`config.mk`:
```
export PLATFORM = sky130hd
export DESIGN_NAME = alu_flags_unit
export DESIGN_NICKNAME = d
export VERILOG_FILES = /design/src/rtl/alu_pkg.sv /design/src/rtl/alu_flags_unit_flag_reg.sv /design/src/rtl/alu_flags_unit.sv
export SDC_FILE = /design/constraint.sdc
export NUM_CORES = 1
export LEC_CHECK = 0
export ABC_AREA = 0
export CORE_UTILIZATION = 57
export CTS_CLUSTER_DIAMETER = 50
export DETAILED_ROUTE_END_ITERATION = 10
export HOLD_SLACK_MARGIN = 0.05
export PLACE_DENSITY = 0.8
export SLEW_MARGIN = 5
export SYNTH_ARGS = -nofsm -noshare
export SYNTH_HDL_FRONTEND = slang
export SYNTH_SLANG_ARGS = --single-unit
export TNS_END_PERCENT = 100
```
`constraint.sdc`:
```
create_clock -name CLK -period 8.05 [get_ports CLK]
set_input_delay 2.415 -clock CLK [delete_from_list [all_inputs] [get_ports CLK]]
set_output_delay 2.415 -clock CLK [all_outputs]
set_load 0.02 [all_outputs]
```
`src/rtl/alu_pkg.sv`:
```
// Shared types for the ALU flags unit: opcode map, multiplier FSM states
// and the architectural datapath width.
package alu_pkg;

  localparam int ALU_W = 8;

  typedef enum logic [3:0] {
    OP_ADD  = 4'd0,
    OP_ADDC = 4'd1,
    OP_SUB  = 4'd2,
    OP_SUBC = 4'd3,
    OP_CMP  = 4'd4,
    OP_AND  = 4'd5,
    OP_OR   = 4'd6,
    OP_EXOR = 4'd7,
    OP_TEST = 4'd8,
    OP_LSL  = 4'd9,
    OP_LSR  = 4'd10,
    OP_ROL  = 4'd11,
    OP_ROR  = 4'd12,
    OP_ASR  = 4'd13,
    OP_MOV  = 4'd14,
    OP_MUL  = 4'd15
  } alu_op_t;

  typedef enum logic [1:0] {
    IDLE = 2'd0,
    RUN  = 2'd1,
    DONE = 2'd2
  } mul_state_t;

endpackage

```
`src/rtl/alu_flags_unit_flag_reg.sv`:
```
// Single architectural flag bit with its interrupt shadow copy.
// Priority: rst, restore-from-shadow, clear, set, load, hold.
// The shadow captures the registered flag, so a simultaneous shadow load
// and restore swaps the two bits.
module flag_reg (
  input  logic clk,
  input  logic rst,
  input  logic ld_sel,
  input  logic shad_ld,
  input  logic clr,
  input  logic set,
  input  logic ld,
  input  logic d,
  output logic q
);

  logic shadow;

  // Flag and shadow update, both cleared by reset.
  always_ff @(posedge clk) begin
    if (rst) begin
      q      <= 1'b0;
      shadow <= 1'b0;
    end else begin
      if (ld_sel)      q <= shadow;
      else if (clr)    q <= 1'b0;
      else if (set)    q <= 1'b1;
      else if (ld)     q <= d;
      if (shad_ld)     shadow <= q;
    end
  end

endmodule

```
`src/rtl/alu_flags_unit.sv`:
```
// 8-bit ALU stage with architectural C/Z flags and their interrupt shadows.
// RESULT is combinational; flags update on the next rising CLK.
// Optional macro ALU_MUL_EN turns opcode 15 into an 8-cycle shift-add
// unsigned multiply; without it opcode 15 yields zero and BUSY is tied low.
module alu_flags_unit
  import alu_pkg::*;
#(
  parameter int WIDTH = ALU_W
) (
  input  logic             CLK,
  input  logic             RST,
  input  logic [3:0]       ALU_SEL,
  input  logic [WIDTH-1:0] A,
  input  logic [WIDTH-1:0] B,
  input  logic             FLG_C_LD,
  input  logic             FLG_Z_LD,
  input  logic             FLG_C_SET,
  input  logic             FLG_C_CLR,
  input  logic             FLG_SHAD_LD,
  input  logic             FLG_LD_SEL,
  input  logic             START,
  output logic [WIDTH-1:0] RESULT,
  output logic             C_FLAG,
  output logic             Z_FLAG,
  output logic             BUSY
);

  alu_op_t    op;
  logic [7:0] res;
  logic [7:0] z_src;
  logic [8:0] arith;
  logic       c_next;
  logic       z_next;

  // Multiplier interface into the flag path.
  logic       mul_done;
  logic       mul_c;
  logic       mul_z;
  logic [7:0] mul_lo;

  assign op = alu_op_t'(ALU_SEL);

`ifdef ALU_MUL_EN
  mul_state_t state;
  mul_state_t state_nxt;
  logic [15:0] mcand;
  logic [15:0] prod;
  logic [7:0]  mplier;
  logic [2:0]  cnt;
  logic        prod_vld;
  logic        start_go;

  assign start_go = (state == IDLE) && START && (op == OP_MUL);

  // Multiplier state register.
  always_ff @(posedge CLK) begin
    if (RST) state <= IDLE;
    else     state <= state_nxt;
  end

  // Next-state: idle until started, eight partial products, one done cycle.
  always_comb begin
    state_nxt = state;
    case (state)
      IDLE:    if (start_go) state_nxt = RUN;
      RUN:     if (cnt == 3'd7) state_nxt = DONE;
      DONE:    state_nxt = IDLE;
      default: state_nxt = IDLE;
    endcase
  end

  // Shift-add datapath: one multiplier bit consumed per RUN cycle.
  always_ff @(posedge CLK) begin
    if (RST) begin
      prod     <= 16'h0000;
      cnt      <= 3'd0;
      prod_vld <= 1'b0;
    end else if (start_go) begin
      mcand    <= {8'h00, A};
      mplier   <= B;
      prod     <= 16'h0000;
      cnt      <= 3'd0;
      prod_vld <= 1'b0;
    end else if (state == RUN) begin
      if (mplier[0]) prod <= prod + mcand;
      mcand  <= mcand << 1;
      mplier <= mplier >> 1;
      cnt    <= cnt + 3'd1;
    end else if (state == DONE) begin
      prod_vld <= 1'b1;
    end
  end

  assign mul_done = (state == DONE);
  assign mul_c    = (prod[15:8] != 8'h00);
  assign mul_z    = (prod[7:0] == 8'h00);
  assign mul_lo   = ((state == DONE) || ((state == IDLE) && prod_vld)) ? prod[7:0] : 8'h00;
  assign BUSY     = (state == RUN);
`else
  logic unused_start;

  assign unused_start = START;
  assign mul_done     = 1'b0;
  assign mul_c        = 1'b0;
  assign mul_z        = 1'b0;
  assign mul_lo       = 8'h00;
  assign BUSY         = 1'b0;
`endif

  // Opcode decode: result, carry and zero candidates for the flag registers.
  always_comb begin
    arith  = 9'h000;
    res    = A;
    c_next = 1'b0;
    case (op)
      OP_ADD:  begin arith = {1'b0, A} + {1'b0, B};                 res = arith[7:0]; c_next = arith[8]; end
      OP_ADDC: begin arith = {1'b0, A} + {1'b0, B} + {8'h00, C_FLAG}; res = arith[7:0]; c_next = arith[8]; end
      OP_SUB:  begin arith = {1'b0, A} - {1'b0, B};                 res = arith[7:0]; c_next = arith[8]; end
      OP_SUBC: begin arith = {1'b0, A} - {1'b0, B} - {8'h00, C_FLAG}; res = arith[7:0]; c_next = arith[8]; end
      OP_CMP:  begin arith = {1'b0, A} - {1'b0, B};                 res = A;          c_next = arith[8]; end
      OP_AND:  res = A & B;
      OP_OR:   res = A | B;
      OP_EXOR: res = A ^ B;
      OP_TEST: res = A;
      OP_LSL:  begin res = {A[6:0], C_FLAG}; c_next = A[7]; end
      OP_LSR:  begin res = {C_FLAG, A[7:1]}; c_next = A[0]; end
      OP_ROL:  begin res = {A[6:0], A[7]};   c_next = A[7]; end
      OP_ROR:  begin res = {A[0], A[7:1]};   c_next = A[0]; end
      OP_ASR:  begin res = {A[7], A[7:1]};   c_next = A[0]; end
      OP_MOV:  begin res = B;                c_next = C_FLAG; end
      OP_MUL:  res = mul_lo;
      default: res = 8'h00;
    endcase
    // CMP and TEST leave the operand untouched but flag the hidden result.
    z_src = res;
    if (op == OP_CMP)       z_src = arith[7:0];
    else if (op == OP_TEST) z_src = A & B;
    z_next = (z_src == 8'h00);
  end

  assign RESULT = res;

  flag_reg u_c_flag (
    .clk     (CLK),
    .rst     (RST),
    .ld_sel  (FLG_LD_SEL),
    .shad_ld (FLG_SHAD_LD),
    .clr     (FLG_C_CLR & ~mul_done),
    .set     (FLG_C_SET & ~mul_done),
    .ld      (FLG_C_LD | mul_done),
    .d       (mul_done ? mul_c : c_next),
    .q       (C_FLAG)
  );

  flag_reg u_z_flag (
    .clk     (CLK),
    .rst     (RST),
    .ld_sel  (FLG_LD_SEL),
    .shad_ld (FLG_SHAD_LD),
    .clr     (1'b0),
    .set     (1'b0),
    .ld      (FLG_Z_LD | mul_done),
    .d       (mul_done ? mul_z : z_next),
    .q       (Z_FLAG)
  );

endmodule

```
==> impl_metrics.env <==
export IMPL_fmax_mhz=125.7
export IMPL_firstDrtPassIters=6
export IMPL_hp_class="reg2reg"
export IMPL_coreArea_um2=4504
export IMPL_drive_above_1_share=0.2356
export IMPL_fin_ws_ps=96.33
export IMPL_synth_cell_types=81
export IMPL_synthSimpleGateAreaFrac=0.3131
export IMPL_grt_pass1_vias=3608
export IMPL_worstMarginPinSlew_ps=630.6
export IMPL_path_max_fanout=2
export IMPL_p_leak_nw=1.687
export IMPL_synth_edff_count=0
export IMPL_avgSynthCellArea_um2=6.844
export IMPL_port_buffers=37
export IMPL_layout_nets=566
export IMPL_dp_hpwl_mm=8.232
export IMPL_clock_skew_ps=1.554
export IMPL_grt_use_total=0.4076
export IMPL_finalWirelength_mm=10.67
export IMPL_maxCapViolations=0
export IMPL_drc=0
export IMPL_synth_top_flop_cell="dfxtp_1"
export IMPL_viasPerCell=6.864
export IMPL_vias=3823
export IMPL_clock_latency_ps=220
export IMPL_powerDensity_nw_per_um2=92.16
export IMPL_rows=24
export IMPL_synth_compound_area_frac=0.3552
export IMPL_area_growth_pct=38.42
export IMPL_postRouteAntennaNets=0
export IMPL_numCtsBuffers=3
export IMPL_die_area_um2=5134
export IMPL_worst_hold_slack_ps=517.8
export IMPL_antenna_found_initial=0
export IMPL_crit_chain="clkdlybuf4s50_1 -> inv_1 -> ha_2 -> fa_2 -> or2_2 -> and3_1 -> or4_4 -> a211oi_4 -> and4_4 -> nor3_2 -> a211oi_2 -> buf_4"
export IMPL_synth_yosys_warnings=0
export IMPL_critical_path_top_delay_family="simple AND/OR/NAND/NOR gates"
export IMPL_final_cell_mix="84 x buf_4, 32 x nor2_1, 31 x inv_1, 31 x clkdlybuf4s50_1, 28 x o21ai_0"
export IMPL_synthMuxAreaShare=0.02217
export IMPL_syn_nets=463
export IMPL_multiInputGateArea_um2=2512
export IMPL_tritoncts="done"
export IMPL_critical_path_slowest_cell="clkdlybuf4s50_1"
export IMPL_worstHoldStart="u_c_flag.shadow"
export IMPL_root_buffer="clkbuf_8"
export IMPL_status="finished, final reports clean"
export IMPL_synth_seq_cells=4
export IMPL_finalCritPeriodShare=0.9880
export IMPL_diodes=0
export IMPL_grt_first_pass_wirelength_mm=16.84
export IMPL_yosys_area_share_adder=0.1484
export IMPL_wl_per_cell_um=19.15
export IMPL_critPathRequiredTime_ps=5640
export IMPL_grt_max_degree=44
export IMPL_initial_core_util=0.6139
export IMPL_rsz0062_at_grt="true"
export IMPL_finalCriticalPeriod_ps=7954
export IMPL_num_io_pins=40
export IMPL_hold_viol=0
export IMPL_clockBufferDepth=2
export IMPL_ys_async_sr_fraction=0
export IMPL_gp_congestion=0.9716
export IMPL_cp_end_kind="output port"
export IMPL_ys_seq_area_frac=0.02896
export IMPL_final_common_cell="buf_4"
export IMPL_syn_inst=404
export IMPL_maxSlewHeadroom=0.5783
export IMPL_setup_viol=0
export IMPL_die_x_um=71.65
export IMPL_max_stage_delay_ps=470
export IMPL_clock_sinks=4
export IMPL_worstSetupStartpointType="primary input"
export IMPL_cp_startpoint="A[0]"
export IMPL_synth_xor_area_share=0.04027
export IMPL_nFillCells=308
export IMPL_crit_type="in2out"
export IMPL_pre_cts_ws_ps=-450.1
export IMPL_max_vdd_ir_drop_mv=0.06255
export IMPL_cp_arrival_ps=5540
export IMPL_maxSlewViolCount=0
export IMPL_clk_pin_slew_ps=30
export IMPL_die_h_um=71.65
export IMPL_syn_area_um2=2765
export IMPL_htree_levels=1
export IMPL_grt_overflow=0
export IMPL_register_area_um2=80.08
export IMPL_cp_num_buf_inv=3
export IMPL_synth_top_family_by_area="compound AO/OA/AOI/OAI gates"
export IMPL_drt_iter0_drc=624
export IMPL_r2r_start="u_c_flag.q"
-- final timing paths --
check | to | slack (ps) | cells past startpoint
hold reg to reg | u_c_flag.shadow | 520 | 2
hold / removal | u_c_flag.shadow | 520 | 2
setup reg to reg | u_z_flag.q | 5160 | 12
setup / recovery | RESULT[7] | 100 | 12
-- layout make-up --
class	instances	share of cell area
clock buffers	3	0.01079
flip-flops and latches	4	0.02092
inverters	32	0.03138
well taps	52	0.01700
multi-input cells	345	0.6564
repair buffers	121	0.2635
-- through the flow --
stage	cells	cell area, um^2	setup TNS (ps)	total power, mW	util
final	557	3827	0	0.3528	0.8497
after global routing	557	3827	-81.64	0.3741	0.8497
after CTS	557	3777	-5.759	0.3386	0.8386
after detailed placement	554	3714	-1128	0.2950	0.8244
after global placement	554	3714	-875.0	0.2862	0.8244
after floorplan	404	2765	0	0.1769	-
-- report_power, final --
group	internal, mW	leakage, nW	switching, mW
sequential	0.0209	0.0327	0.00139
clock	0.0319	0.0216	0.0104
combinational	0.134	1.63	0.154
-- state kept, by name (all words and copies together) (netlist names) --
signal	flops
u_c_flag.q	1
u_z_flag.q	1
u_z_flag.shadow	1
u_c_flag.shadow	1
-- layer usage --
metal / share of wire / GRT usage / up-vias
met5: 0 / 0 / -
met4: 0.040 / 0.1416 / 0
met3: 0.11 / 0.02672 / 65
li1: - / - / 1719
met1: 0.39 / 0.5398 / 1749
met2: 0.46 / 0.6981 / 290
-- repair_timing --
action | in CTS | in global routing
pin swaps | 2 | 6
endpoints found under the hold margin | 0 | 0
buffers inserted | 0 | 1
endpoints found under the setup margin | 5 | 7
gates resized for setup | 13 | 16
hold buffers | 0 | 0
-- worst min-delay path, cell delays in order, from the launching register on --
cell	delay, ps
dfxtp_1	330
mux2i_1	80
nor2_1	80
-- synthesized netlist by cell type (all sizes together) (3+ instances only) --
cell	number	share of area
a221oi	4	0.015
a211oi	10	0.031
ha	28	0.13
nand3	15	0.027
nand2b	9	0.020
or3	3	0.0068
clkbuf	7	0.0095
buf	16	0.038
nand3b	6	0.016
a21o	5	0.014
dfxtp	4	0.029
a221o	4	0.014
o21bai	3	0.0095
nor2b	10	0.023
and3b	3	0.0095
nor3b	9	0.024
a21oi	28	0.051
nand4	7	0.016
nor3	14	0.025
mux2i	5	0.018
and3	5	0.011
o211ai	6	0.016
o311ai	4	0.013
nand2	22	0.031
a22oi	5	0.014
and2	7	0.016
xnor2	8	0.025
a31oi	6	0.014
o21ai	28	0.051
nor2	33	0.046
inv	32	0.043
a2111oi	3	0.012
or2	3	0.0068
nor4	4	0.011
o21a	4	0.011
-- cells by family after synthesis --
family / count (synthesis)
AO/OA/AOI/OAI: 138
adder cells (fa/ha/maj): 32
multiplexers: 6
AND/OR/NAND/NOR: 157
buffers and inverters: 55
other: 1
flip-flops: 4
XOR/XNOR: 11
No activity file was read; power rests on OpenSTA's default activity.
==> variant 1, RTL diff (config.mk and constraints unchanged) <==
Build with the macro `ALU_MUL_EN` defined.
--- a/src/rtl/alu_flags_unit.sv
+++ b/src/rtl/alu_flags_unit.sv
@@ -2,6 +2,8 @@
 // RESULT is combinational; flags update on the next rising CLK.
 // Optional macro ALU_MUL_EN turns opcode 15 into an 8-cycle shift-add
 // unsigned multiply; without it opcode 15 yields zero and BUSY is tied low.
+`define ALU_MUL_EN
+
 module alu_flags_unit
   import alu_pkg::*;
 #(
Check against the original RTL: not equivalent (Yosys sat finds a counterexample within 4 cycles, from zero or initial values and one cycle with RST high).
==> variant 1 against the original RTL <==
Total power rose by 110%. Critical path depth grew 1. Core utilization down 13 points. Worst setup slack gained 0.036 ns. Clock power rose to 3.7 times the old value. Routed wire length up 58%. Hold slack worse by 0.048 ns. Sequential cell count grew 46. Highest routed layer unchanged. Design area is 57% higher. Count of clock-buffer cells in the layout up 2. Largest power group unchanged. Via count is 39% higher. Area after synthesis up 78%.
==> variant 1: results (changes against the original RTL) <==
| Metric | Value |
|---|---|
| Cts bufs inserted | `5 (was 3)` |
| Critical Path Max Stage Delay | `0.59 ns (was 0.47 ns)` |
| RR Startpoint | `prod[0] (was u_c_flag.q)` |
| Starting DRC count in detailed routing | `626 (was 624)` |
| Status | `complete, no violations (unchanged)` |
| Clk Latency, worst-skew pair | `0.31 ns (was 0.22 ns)` |
| Power Clock | `156 uW (was 42.3 uW)` |
| First-pass GRT wire length | `26000 um (was 16800 um)` |
| DP Worst Slack | `-0.0634 ns (was -0.450 ns)` |
| Critical Path AT | `5.50 ns (was 5.54 ns)` |
| Synth Area in Compound Gates | `27.0% (was 35.5%)` |
| Post-Synth XOR/XNOR Area | `4.62% (was 4.03%)` |
| Worst-path clk slew | `0.11 ns (was 0.03 ns)` |
| Area post-placement | `5880 um2 (was 3710 um2)` |
| H-tree depth | `2 (was 1)` |
| Most frequent cells after synthesis | `nand2_1 (78), ha_1 (45), a21oi_1 (44) (was nor2_1 (32), inv_1 (31), a21oi_1 (28), ha_1 (28), o21ai_0 (28))` |
| Largest net degree at the start of global routing | `42 (was 44)` |
| Dpl cells | `811 (was 554)` |
| Routed WL | `16800 um (was 10700 um)` |
| Post-synthesis adder-cell area fraction | `12.8% (was 14.8%)` |
| Worst hold start | `cnt[1] (was u_c_flag.shadow)` |
| Syn Area/Cell | `7.89 um2 (was 6.84 um2)` |
| Vias in the first global route | `4901 (was 3608)` |
| Leakage | `2.50 nW (was 1.69 nW)` |
| DRT Pass-1 Iters | `5 (was 6)` |
| Final Skew | `0.0142 ns (was 0.00155 ns)` |
| Register area share after synthesis | `25.2% (was 2.90%)` |
| Final core occ | `72.3% (was 85.0%)` |
| Share of layout cells above drive strength 1 | `14.3% (was 23.6%)` |
| Synth Register Bits | `50 (was 4)` |
| Worst Path Max Fanout | `3 (was 2)` |
| P_seq | `271 uW (was 22.3 uW)` |
| Layout fillers | `667 (was 308)` |
| Post-synth EDFFs | `24 (was 0)` |
[variant 1: cell types whose count changed in the layout (fill, tap and decap cells not counted), sizes merged, moves of 14 or more]
cell / delta
dfxtp: +22
nand2: +56
o21ai: +14
edfxtp: +24
a21oi: +17
ha: +17
[variant 1: final timing paths]
check,end,slack (ns),depth (start not counted)
setup / recovery,RESULT[1],0.13,13
hold reg to reg,cnt[1],0.47,2
hold / removal,cnt[1],0.47,2
setup reg to reg,prod[14],5.03,12
[variant 1: layout make-up]
cell class | count | area share [%]
Sequential cell | 50 | 20.7
Timing Repair Buffer | 112 | 16.0
Inverter | 36 | 2.25
Tap cell | 105 | 2.19
Clock buffer | 5 | 1.15
Clock inverter | 3 | 0.375
Multi-Input combinational cell | 508 | 57.4
[variant 1: metal layers]
layer / wire [um] / vias up / GRT usage (%)
met5: 0 / - / 0
met4: 471 / 0 / 9.97
met3: 1540 / 51 / 7.10
met2: 7630 / 313 / 61.9
met1: 7200 / 2459 / 52.5
li1: - / 2478 / -
==> variant 2, RTL diff (same settings) <==
Made on the original files. Put a register stage on the output `RESULT`. The value now appears one clock later. The other outputs are not delayed to match. Comments in the files are not updated.
--- a/src/rtl/alu_flags_unit.sv
+++ b/src/rtl/alu_flags_unit.sv
@@ -138,7 +138,9 @@
     z_next = (z_src == 8'h00);
   end
 
-  assign RESULT = res;
+  always_ff @(posedge CLK) begin
+    RESULT <= res;
+  end
 
   flag_reg u_c_flag (
     .clk     (CLK),
Check against the original RTL: not equivalent (Yosys sat finds a counterexample within 4 cycles, from zero or initial values and one cycle with RST high).
==> variant 2 against the original RTL <==
Final cell count is 10% lower. Die area increased by 6.8%. Total power increased by 1.3%. Worst setup slack better by 1.7 ns. Combinational power down 20%. Sequential power increased to 3.2 times the old value. Register-to-register slack got worse by 0.32 ns. Routed wire length is 12% lower. Sequential cell count is 8 higher. Via count shrank 12%. Count of clock-buffer cells in the layout unchanged. Area after synthesis up 7.0%. Fmax rose by 28%. Design area is 12% lower.
==> variant 2: results (changes against the original RTL) <==
| Metric | Value |
|---|---|
| Slowest-stage cell, CP | `a2111oi_0 (was clkdlybuf4s50_1)` |
| Met2 Usage GRT | `57.5% (was 69.8%)` |
| First-pass GRT wire length | `14900 um (was 16800 um)` |
| Final clock-cell share | `1.23% (was 1.08%)` |
| DRT Pass-1 Iters | `5 (was 6)` |
| Syn nets | `471 (was 463)` |
| Yosys cell types | `88 (was 81)` |
| Via count | `3379 (was 3823)` |
| Register area share after synthesis | `8.12% (was 2.90%)` |
| DP Worst Slack | `1.67 ns (was -0.450 ns)` |
| Worst-path clk slew | `0.05 ns (was 0.03 ns)` |
| M1 wire length | `4010 um (was 4190 um)` |
| Layout fillers | `413 (was 308)` |
| Worst vdd ir | `0.0000727 V (was 0.0000625 V)` |
| R2r worst-path depth | `9 (was 12)` |
| Min Hold Slack | `0.519 ns (was 0.518 ns)` |
| Routed length per instance | `18.8 um (was 19.1 um)` |
| Reg2Reg Setup Slack | `4.84 ns (was 5.16 ns)` |
| Fraction of area in multi-input gates | `73.8% (was 65.6%)` |
| Syn Area/Cell | `7.18 um2 (was 6.84 um2)` |
| Critical Path AT | `6.36 ns (was 5.54 ns)` |
| Crit path capture | `u_z_flag.q (was RESULT[7])` |
| Critical Path Max Stage Delay | `0.86 ns (was 0.47 ns)` |
| Final Skew | `0.00221 ns (was 0.00155 ns)` |
| Status | `complete, no violations (unchanged)` |
| GRT Overall Usage | `35.5% (was 40.8%)` |
| Most frequent cells after synthesis | `nor2_1 (32), inv_1 (30), ha_1 (28), o21ai_0 (28), a21oi_1 (27) (was nor2_1 (32), inv_1 (31), a21oi_1 (28), ha_1 (28), o21ai_0 (28))` |
| WHS Endpoint | `u_z_flag.shadow (was u_c_flag.shadow)` |
| Vias in the first global route | `3027 (was 3608)` |
| Area post-placement | `3310 um2 (was 3710 um2)` |
| Post-CTS resize count | `0 (was 13)` |
| Largest net degree at the start of global routing | `29 (was 44)` |
| Nets | `493 (was 566)` |
| Layout non-clock buf frac | `11.7% (was 26.3%)` |
| Met3 wire length | `898 um (was 1120 um)` |
| GRT met1 Usage | `47.5% (was 54.0%)` |
| Share of layout cells above drive strength 1 | `6.71% (was 23.6%)` |
| Via density | `6.77 (was 6.86)` |
| Clk Latency, worst-skew pair | `0.25 ns (was 0.22 ns)` |
| Leakage | `1.33 nW (was 1.69 nW)` |
| Largest cells by area after synthesis | `ha_1 (12%), dfxtp_1 (8.1%), o21ai_0 (4.7%), a21oi_1 (4.6%), nor2_1 (4.1%) (was ha_1 (13%), a21oi_1 (5.1%), o21ai_0 (5.1%), nor2_1 (4.3%), inv_1 (4.2%))` |
| Max transition margin | `33.3% (was 57.8%)` |
| Synthesis-to-layout area growth | `13.2% (was 38.4%)` |
==> variant 2: power groups by stage <==
| stage | Sequential (mW) | Combinational, mW | Clock [mW] |
|---|---|---|---|
| 6_report | 0.0707 | 0.231 | 0.0559 |
| 5_1_grt | 0.0715 | 0.251 | 0.0600 |
| 4_1_cts | 0.0706 | 0.226 | 0.0569 |
| 3_5_place_dp | 0.0718 | 0.225 | 0 |
| 3_3_place_gp | 0.0715 | 0.221 | 0 |
| 2_1_floorplan | 0.0813 | 0.147 | 0 |
==> variant 2: kinds of logic after synthesis <==
family,Yosys count,synth area share [%]
XOR/XNOR,11,3.76
AND/OR/NAND/NOR,157,29.3
buffers and inverters,55,8.33
multiplexers,6,2.07
other,1,0.127
adder cells (fa/ha/maj),32,13.9
AO/OA/AOI/OAI,138,34.4
flip-flops,12,8.12
==> variant 2: worst min-delay path, stage by stage (launching register included) <==
cell     delay [ns]
dfxtp_1        0.32
mux2i_1        0.07
nor2_1         0.09
